==> config.mk <==
export PLATFORM = sky130hd
export DESIGN_NAME = iddmm_ctrl
export DESIGN_NICKNAME = d
export VERILOG_FILES = /design/src/rtl/iddmm_pkg.sv /design/src/rtl/iddmm_ctrl.sv
export SDC_FILE = /design/constraint.sdc
export NUM_CORES = 1
export LEC_CHECK = 0
export CORE_AREA = 5 5 115 117
export CTS_CLUSTER_DIAMETER = 100
export DETAILED_ROUTE_END_ITERATION = 12
export DIE_AREA = 0 0 120 122
export MAX_ROUTING_LAYER = met4
export PLACE_DENSITY = 0.7
export SLEW_MARGIN = 20
export SYNTH_ARGS = -nofsm -noshare
export SYNTH_HDL_FRONTEND = slang
export SYNTH_SLANG_ARGS = --single-unit
==> constraint.sdc <==
create_clock -name clk -period 3.3 [get_ports clk]
set_clock_uncertainty 0.15 [all_clocks]
set_input_delay 0.66 -clock clk [delete_from_list [all_inputs] [get_ports clk]]
set_output_delay 0.66 -clock clk [all_outputs]
set_load 0.02 [all_outputs]
==> src/rtl/iddmm_pkg.sv <==
// Shared types and defaults for the word-serial Montgomery sequencer.
// Holds the controller state encoding and the datapath latency default.
// Imported by iddmm_ctrl.
package iddmm_pkg;

  // Input-to-write-back latency of the iddmm_cal pipeline in cycles.
  localparam int DP_LAT_DEF = 28;

  typedef enum logic [2:0] {
    IDLE,
    CLEAR,
    ISSUE,
    DRAIN,
    DONE
  } state_t;

endpackage

==> src/rtl/iddmm_ctrl.sv <==
// Sequencer for the iddmm_cal datapath: clears a[], issues N rows of N+1 beats, counts write-backs.
// Latency: RAM addresses are decoded from state; dp_* counters lag them by one register stage.
// Backpressure: none; a new row waits in DRAIN until all N write-backs of the previous row land.
module iddmm_ctrl
  import iddmm_pkg::*;
#(
  parameter int K      = 128,
  parameter int N      = 32,
  parameter int ADDR_W = $clog2(N),
  parameter int DP_LAT = DP_LAT_DEF
) (
  input  logic              clk,
  input  logic              rst,
  input  logic              start,
  output logic              busy,
  output logic              done,
  output logic [ADDR_W-1:0] x_rd_addr,
  output logic [ADDR_W-1:0] y_rd_addr,
  output logic [ADDR_W-1:0] p_rd_addr,
  output logic [ADDR_W:0]   a_rd_addr,
  output logic [ADDR_W-1:0] dp_i_cnt,
  output logic [ADDR_W:0]   dp_j_cnt,
  output logic              dp_xp_zero,
  input  logic              dp_wr_a_en,
  input  logic [ADDR_W:0]   dp_wr_a_addr,
  input  logic [K-1:0]      dp_wr_a_data,
  output logic              a_wr_en,
  output logic [ADDR_W:0]   a_wr_addr,
  output logic [K-1:0]      a_wr_data
);

  localparam int FLUSH_W = $clog2(DP_LAT + 3);
  localparam logic [FLUSH_W-1:0] FLUSH_INIT = FLUSH_W'(DP_LAT + 2);
  localparam logic [FLUSH_W-1:0] FLUSH_ONE  = FLUSH_W'(1);
  localparam logic [ADDR_W:0]    J_LAST     = (ADDR_W + 1)'(N);
  localparam logic [ADDR_W:0]    J_ONE      = (ADDR_W + 1)'(1);
  localparam logic [ADDR_W:0]    W_LAST     = (ADDR_W + 1)'(N - 1);
  localparam logic [ADDR_W-1:0]  I_LAST     = ADDR_W'(N - 1);
  localparam logic [ADDR_W-1:0]  I_ONE      = ADDR_W'(1);

  state_t              state;
  logic [ADDR_W-1:0]   i_cnt;
  logic [ADDR_W:0]     j_cnt;
  logic [ADDR_W:0]     wcnt;
  logic [FLUSH_W-1:0]  flush;
  logic                issue;
  logic                last_beat;

  assign issue     = (state == ISSUE);
  assign last_beat = (j_cnt == J_LAST);

  // Address phase: x/p stop at word N-1, the extra j==N beat reads word 0 and is zeroed downstream.
  assign x_rd_addr = (issue && !last_beat) ? j_cnt[ADDR_W-1:0] : '0;
  assign p_rd_addr = (issue && !last_beat) ? j_cnt[ADDR_W-1:0] : '0;
  assign y_rd_addr = issue ? i_cnt : '0;
  assign a_rd_addr = issue ? j_cnt : '0;

  // Main FSM with i/j/write-back counters and the post-reset flush countdown.
  always_ff @(posedge clk) begin
    if (rst) begin
      state <= IDLE;
      i_cnt <= '0;
      j_cnt <= '0;
      wcnt  <= '0;
      flush <= FLUSH_INIT;
      busy  <= 1'b0;
      done  <= 1'b0;
    end else begin
      if (flush != '0) flush <= flush - FLUSH_ONE;
      done <= 1'b0;
      case (state)
        IDLE: begin
          if (start && flush == '0) begin
            state <= CLEAR;
            i_cnt <= '0;
            j_cnt <= '0;
            busy  <= 1'b1;
          end
        end
        CLEAR: begin
          if (last_beat) begin
            state <= ISSUE;
            j_cnt <= '0;
          end else begin
            j_cnt <= j_cnt + J_ONE;
          end
        end
        ISSUE: begin
          if (last_beat) begin
            state <= DRAIN;
            wcnt  <= '0;
          end else begin
            j_cnt <= j_cnt + J_ONE;
          end
        end
        DRAIN: begin
          if (dp_wr_a_en) begin
            if (wcnt == W_LAST) begin
              wcnt  <= '0;
              j_cnt <= '0;
              if (i_cnt == I_LAST) begin
                state <= DONE;
                done  <= 1'b1;
              end else begin
                i_cnt <= i_cnt + I_ONE;
                state <= ISSUE;
              end
            end else begin
              wcnt <= wcnt + J_ONE;
            end
          end
        end
        DONE: begin
          state <= IDLE;
          busy  <= 1'b0;
        end
        default: state <= IDLE;
      endcase
    end
  end

  // Align counters and the zero flag with the 1-cycle RAM read data.
  always_ff @(posedge clk) begin
    if (rst) begin
      dp_i_cnt   <= '0;
      dp_j_cnt   <= '0;
      dp_xp_zero <= 1'b0;
    end else begin
      dp_i_cnt   <= y_rd_addr;
      dp_j_cnt   <= a_rd_addr;
      dp_xp_zero <= issue && last_beat;
    end
  end

  // a[] write port: zero fill while clearing, datapath write-backs only while a run is in flight.
  always_comb begin
    a_wr_en   = 1'b0;
    a_wr_addr = '0;
    a_wr_data = '0;
    case (state)
      CLEAR: begin
        a_wr_en   = 1'b1;
        a_wr_addr = j_cnt;
      end
      ISSUE, DRAIN: begin
        a_wr_en   = dp_wr_a_en;
        a_wr_addr = dp_wr_a_addr;
        a_wr_data = dp_wr_a_data;
      end
      default: ;
    endcase
  end

endmodule

* Word-level counts from Yosys, hierarchy flattened
Cells that the tools add are included. W data, S select, Z words.
Operators by class: bitwise gates (word level) 3, $lt $le $gt $ge 0, $mul 0, shift-type cells 0, mux-type cells 31, $add $sub $neg 4, reductions and logical operators 18, eq/ne operators 14, divide/modulo/power cells 0
Operators by type and width (count):
- $mux W128 | 1
- $mux W6 | 9
- $mux W5 | 6
- $pmux W6 S2 | 2
- $pmux W6 S4 | 1
- $mux W3 | 6
- $reduce_and A5 Y1 | 3
- $add A6 B1 Y6 const B | 2
- $ne A2 B2 Y1 const B | 6
- $pmux W3 S4 | 1
- $pmux W5 S2 | 1
- $eq A3 B2 Y1 const B | 2
- $eq A6 B5 Y1 const B | 1
- $eq A6 B6 Y1 const B | 1
- $reduce_bool A2 Y1 | 3
- $add A5 B1 Y5 const B | 1
- $eq A5 B5 Y1 const B | 1
- $logic_not A5 Y1 | 1
- $reduce_bool A5 Y1 | 1
- $sub A5 B1 Y5 const B | 1
- $pmux W1 S2 | 2
- $reduce_bool A4 Y1 | 1
- $reduce_or A4 Y1 | 1
- $eq A3 B1 Y1 const B | 1
- 10 further kinds | 15
Word-level totals: ROM bits 0, word-level logic and storage cells 80, latch bits 0, output and inout bits 170, memories 0, input port bits 138, memory bits (writable) 0, register bits after elaboration 39

* Depth between registers and ports, before layout
Gate-level depths: netlist of run 1.
depth in word-level cells 5, mapped depth 7, gate-level depth less buffers 7

* Worst setup path before layout of run 1
No wires, ideal clock.
path type reg-to-output, start register state[0], end output port x_rd_addr[0], path slack 0.792 ns, required time 2.490 ns, arrival 1.698 ns, stages on the path, launching flop included 6, buffers on the path 3, cell sequence dfxtp_1 -> buf_2 -> clkbuf_1 -> nor3_1 -> and2_1 -> buf_4
On the way: cells in the longest elaborated chain, start to end 3
Ends and longest elaborated chain:
- start: declaration | line iddmm_ctrl.sv:41 | state_t state;
- start signal: assignment | line iddmm_ctrl.sv:61 | state <= IDLE;
- start signal: assignment | line iddmm_ctrl.sv:74 | state <= CLEAR;
- start signal: assignment | line iddmm_ctrl.sv:82 | state <= ISSUE;
- $eq A3 B2 Y1 | line iddmm_ctrl.sv:49 | assign issue = (state == ISSUE);
- $logic_and A1 B1 Y1
- $mux W5
- end: declaration | line iddmm_ctrl.sv:17 | output logic [ADDR_W-1:0] x_rd_addr,
Every way passes these cells.

* Final worst setup path of run 1
start register j_cnt[1], end output port p_rd_addr[1]
On the way: cells in the longest elaborated chain, start to end 4
Ends and longest elaborated chain:
- start: declaration | line iddmm_ctrl.sv:43 | logic [ADDR_W:0] j_cnt;
- start signal: assignment | line iddmm_ctrl.sv:85 | j_cnt <= j_cnt + J_ONE;
- start signal: assignment | line iddmm_ctrl.sv:93 | j_cnt <= j_cnt + J_ONE;
- $eq A6 B6 Y1 | line iddmm_ctrl.sv:50 | assign last_beat = (j_cnt == J_LAST);
- $logic_not A1 Y1 | line iddmm_ctrl.sv:54 | assign p_rd_addr = (issue && !last_beat) ? j_cnt[ADDR_W-1:0] : '0;
- $logic_and A1 B1 Y1 | line iddmm_ctrl.sv:54
- $mux W5 (*) | line iddmm_ctrl.sv:54
- end: declaration | line iddmm_ctrl.sv:19 | output logic [ADDR_W-1:0] p_rd_addr,
Mark *: on every way between the ends. The rest lies on a longest branch, timed or not.

==> out/qor.yml, run 1 <==
cts_tree: "yes"
final_hold_viol_count: 0
core_area_um2: 12260
setup.worst_path.class: "reg -> out"
gr-usage-met1_pct: 21.64
yosys_warnings: 0
cp.required_ns: 2.49
vias: 3722
final_area_um2: 6257
ir_drop_mv: 0.1694
ys_seq_area_share_pct: 27.11
route.detailed.drc: 0
ys_ff_latch: 39
port_buffers: 307
slew_headroom_pct: 50.47
cts_buffers: 5
grt-busiest-layer: "met2"
cts.reportedPaths.clkPinSlew_ns: 0.06
cp_slowest_cell: "clkdlybuf4s50_1"
syn2layout_area_growth_pct: 117.2
path_delay_family: "simple AND/OR/NAND/NOR gates"
cts_hold_buf: 0
drt_iter0_drc: 128
avgSynthCellArea_um2: 7.423
leakage_nw: 2.413
antenna_left: 0
ys.flop_type: "dfxtp_1"
setup-tns-final_ns: 0
wl_per_cell_um: 18.55
gp_congestion: 0.9272
hpwl_um: 12540
max_freq_mhz: 332.4
holdCritPathClass: "reg -> reg"
drtPass1Iterations: 4
place_area_um2: 6081
setup-violations-final: 0
routed_via_density: 4.495
ctsLongestPathBuffers: 2
start_kind: "flop"
grt_pass1_vias: 3954
final_common_cell: "clkdlybuf4s50_1"
grt_usage_pct: 20.28
syn_area_um2: 2880
nNetsFinal: 820
htreeDepth: 2
total_power_mw: 1.233
power.density_nw_per_um2: 197.0
end_kind: "output port"
cp_cell_sequence: "inv_1 > ha_1 > nand4bb_1 > or2_2 > and2_1 > clkdlybuf4s50_1"
grt_pass1_wl_um: 22160
critPathMaxFanout: 5
post-cts-setup-buffers: 0
syn_inst: 388
synth_enable_flop_cells: 0
drv_cap: 0
mostFrequentLayoutCells: "clkdlybuf4s50_1 (302), and2_1 (145), dfxtp_1 (39)"
tightest_slew_ns: 0.7415
clock_sinks: 39
antenna_found_initial: 1
row_count: 41
slew_viol_final: 0
die-area_um2: 14640
overflow: 0
grtUsageMet3_pct: 7.892
crit_arrival_ns: 2.20
drive_above_1_share_pct: 4.431
routed_wl_um: 15360
synth_cell_type_count: 41
async_flop_share_pct: 0
utilization_pct: 51.04
grt.met2_usage_pct: 35.90
grt_max_degree: 134
syn_nets: 532
die_x_um: 120
die_y_um: 122
outcome: "completed"
cts_root_buffer: "clkbuf_16"
initial_core_util_pct: 23.49
ios: 308
finalCritPeriodShare_pct: 91.18
post_cts_resize_count: 0
max_stage_delay_ns: 0.55
clk_latency_ns: 0.28
crit_buf_inv: 2
grt_setup_unrepaired: "false"
post-route-min-period_ns: 3.009
final timing paths:
path,cells after the start,startpoint,slack (ns),endpoint
setup / recovery,6,j_cnt[1]$_SDFFE_PP0P_,0.29,p_rd_addr[1]
hold / removal,1,wcnt[5]$_SDFFE_PP0P_,0.33,wcnt[5]$_SDFFE_PP0P_
setup reg to reg,6,state[2]$_SDFFE_PP0P_,1.01,i_cnt[3]$_SDFFE_PP0P_
hold reg to reg,1,wcnt[5]$_SDFFE_PP0P_,0.33,wcnt[5]$_SDFFE_PP0P_
flip-flops by register name, indices dropped and copies added, names as in the netlist:
register and count:
busy 1, wcnt 6, dp_xp_zero 1, i_cnt 5
done 1, dp_j_cnt 6, state 3, dp_i_cnt 5
j_cnt 6, flush 5
through the flow:
step | instances | setup slack [ns] | hold slack [ns]
floorplan | 388 | 0.7922 | 0.2939
global placement | 819 | 0.4761 | 0.3284
detailed placement | 819 | 0.4868 | 0.3230
CTS | 827 | 0.2937 | 0.3336
global route | 828 | 0.1333 | 0.3769
finish | 828 | 0.2912 | 0.3348
logic make-up (layout without fill, tap and decap cells):
kind of cell | count (synthesis) | count (layout) | synth area share [%]
AOI/OAI and AO/OA | 51 | 51 | 11.08
xor gates and xnor gates | 3 | 3 | 0.9124
adders and majority gates | 6 | 6 | 2.606
buffers and inverters | 38 | 327 | 5.691
DFF | 39 | 39 | 27.11
muxes | 2 | 2 | 0.6951
other | 0 | 1 | 0
and+or+nand+nor | 249 | 249 | 51.91
cells in the mapped netlist, drive strengths merged (6+ instances only):
library cell | count | area, um^2
and2 | 145 | 907.1
dfxtp | 39 | 780.8
nor2 | 27 | 101.4
clkbuf | 25 | 93.84
a21oi | 18 | 90.09
nand2 | 16 | 60.06
and3 | 13 | 81.33
nor3 | 10 | 50.05
buf | 8 | 51.30
o21ai | 8 | 40.04
nand2b | 7 | 43.79
nand3 | 7 | 35.03
a22oi | 6 | 45.04
ha | 6 | 75.07
report_power, final:
group          internal (mW)  switching, mW
combinational          0.152         0.0374
clock                  0.376          0.188
sequential             0.476        0.00494
total                   1.00          0.230
layout make-up:
| cell class | count | area (um^2) |
|---|---|---|
| antenna | 1 | 2.502 |
| clock buffer | 6 | 138.9 |
| clock inverter | 2 | 35.03 |
| fill | 1176 | 6003 |
| inverter | 5 | 18.77 |
| multi-input combinational | 311 | 1943 |
| sequential | 39 | 780.7 |
| tap | 150 | 187.7 |
| timing repair buffer | 314 | 3151 |
layer usage:
metal  wire length [um]  share of wire, %  up-vias
met5                  0                 0        -
met4                192               1.3        0
met3               1398               9.1       13
met2               7889                51      145
met1               5876                38     1725
li1                   -                 -     1839
No activity file was read; power rests on OpenSTA's default activity.
==> run 2: changes to the inputs <==
TNS_END_PERCENT = 50   (was default)
clock period = 3.1 ns   (was 3.3 ns; I/O delays follow)
==> run 2 against run 1 <==
  * Non-clock buffer count up 3
  * Final cell count increased by 0.60%
  * Worst hold slack improved by 0.012 ns
  * Global-route usage rose by 0.064 points
  * Sequential share of layout area shrank 0.069 points
  * Largest cell class unchanged
  * Largest power group unchanged
  * Highest routed layer unchanged
==> out/qor.yml, run 2 (synthesis results as in run 1) <==
nNetsFinal: 823
total_power_mw: 1.369
cp_cell_sequence: "inv_1 > ha_1 > nand4bb_1 > or2_2 > and2_1 > clkdlybuf4s50_1"
final_common_cell: "clkdlybuf4s50_1"
drv_cap: 0
routed_wl_um: 15510
dp_cells: 822
hold_path_end: "wcnt[5]$_SDFFE_PP0P_"
path_delay_family: "simple AND/OR/NAND/NOR gates"
drtPass1Iterations: 4
antenna_found_initial: 1
slew_viol_final: 0
setup-violations-final: 0
holdCritPathClass: "reg -> reg"
cts_buffers: 5
stdcell_count: 833
reg2reg_from: "state[0]$_SDFFE_PP0P_"
internal-power_mw: 1.129
cts_hold_buf: 0
leakage_nw: 2.440
reg_top3: "dp_j_cnt x6, j_cnt x6, wcnt x6"
start_kind: "flop"
power_frac_clock_pct: 48.2
core_area_um2: 12260
swShare_pct: 17.53
r2r_cells: 6
cp.required_ns: 2.33
fin_ws_ns: 0.1368
seq_power_share_pct: 37.4
post-cts-setup-buffers: 0
die_x_um: 120
ff2ff_setup_slack_ns: 0.88
cp_slowest_cell: "clkdlybuf4s50_1"
crit_buf_inv: 2
route.detailed.drc: 0
utilization_pct: 51.32
ios: 308
cts_tree: "yes"
overflow: 0
crit_arrival_ns: 2.19
wl_per_cell_um: 18.62
tightest_slew_ns: 0.7824
slew_headroom_pct: 47.73
mostFrequentLayoutCells: "clkdlybuf4s50_1 (299), and2_1 (145), dfxtp_1 (39)"
post_cts_resize_count: 0
initial_core_util_pct: 23.49
drive_above_1_share_pct: 5.147
setup-tns-final_ns: 0
final_hold_viol_count: 0
post-route-min-period_ns: 2.963
cts_root_buffer: "clkbuf_16"
setup.worst_path.class: "reg -> out"
antenna_left: 0
power.density_nw_per_um2: 217.6
port_buffers: 307
outcome: "completed"
ctsLongestPathBuffers: 2
syn2layout_area_growth_pct: 118.5
final_area_um2: 6292
worst_hold_slack_ns: 0.3468
place_worst_setup_slack_ns: 0.3382
r2r-end: "i_cnt[2]$_SDFFE_PP0P_"
routed_via_density: 4.472
vias: 3725
place_area_um2: 6096
power_frac_comb_pct: 14.4
end_kind: "output port"
row_count: 41
die-area_um2: 14640
die_y_um: 122
min-delay-start: "wcnt[5]$_SDFFE_PP0P_"
hpwl_um: 12700
clk_latency_ns: 0.28
grt_pass1_vias: 3976
max_stage_delay_ns: 0.55
whs_path_depth: 1
htreeDepth: 2
ir_drop_mv: 0.2815
gp_congestion: 0.9486
p_switching_mw: 0.2400
critPathMaxFanout: 5
n_fill_cell: 1131
grt_usage_pct: 20.34
max_freq_mhz: 337.5
clock_sinks: 39
cts.reportedPaths.clkPinSlew_ns: 0.06
grt_pass1_wl_um: 22440
finalCritPeriodShare_pct: 95.59
grt_setup_unrepaired: "false"
drt_iter0_drc: 150
grt_max_degree: 83
==> run 2: changes by cell type in the layout (fill, tap and decap cells not counted), sizes merged <==
cell and change:
buf +6, clkdlybuf4s50 -3, diode +2, bufinv +1
clkinv -1
==> run 2: per-layer routing <==
layer / vias to the layer above / share of wire, % / wire, um / global-route usage [%]
met1: 1723 / 38 / 5838 / 21.62
met3: 4 / 9.9 / 1543 / 9.006
li1: 1853 / - / - / -
met5: - / 0 / 0 / -
met4: 0 / 0.33 / 51 / 2.291
met2: 145 / 52 / 8075 / 36.18
==> run 2: area by class of cell <==
cell class	instances	area (um^2)	area share [%]
multi-input cells	311	1943	30.88
clock buffers	6	128.9	2.048
flip-flops and latches	39	780.7	12.41
repair buffers	317	3166	50.31
inverters	5	18.77	0.2983
diodes	3	7.507	0.1193
clock inverters	2	60.06	0.9545
well taps	150	187.7	2.983
==> run 2: worst max path at each step <==
stage | start | depth (start not counted) | to
after floorplan | state[0]$_SDFFE_PP0P_ | 5 | x_rd_addr[0]
after global placement | dp_wr_a_en | 4 | a_wr_en
after detailed placement | dp_wr_a_en | 4 | a_wr_en
after CTS | j_cnt[1]$_SDFFE_PP0P_ | 6 | p_rd_addr[1]
after global routing | j_cnt[1]$_SDFFE_PP0P_ | 6 | p_rd_addr[1]
final | j_cnt[1]$_SDFFE_PP0P_ | 6 | p_rd_addr[1]
==> run 2: worst register-to-register path: stages, from the launching register on <==
cell	delay [ns]
dfxtp_1	0.44
buf_4	0.23
nand3b_1	0.31
nor4b_4	0.50
a31oi_1	0.17
o21ai_0	0.22
a21oi_1	0.09
==> run 2: power groups by stage <==
stage          registers [mW]  clock network, mW  logic (mW)
2_1_floorplan           0.521                  0      0.0226
3_3_place_gp            0.522                  0       0.193
3_5_place_dp            0.522                  0       0.197
4_1_cts                 0.511              0.666       0.199
5_1_grt                 0.512              0.685       0.211
6_report                0.511              0.660       0.198
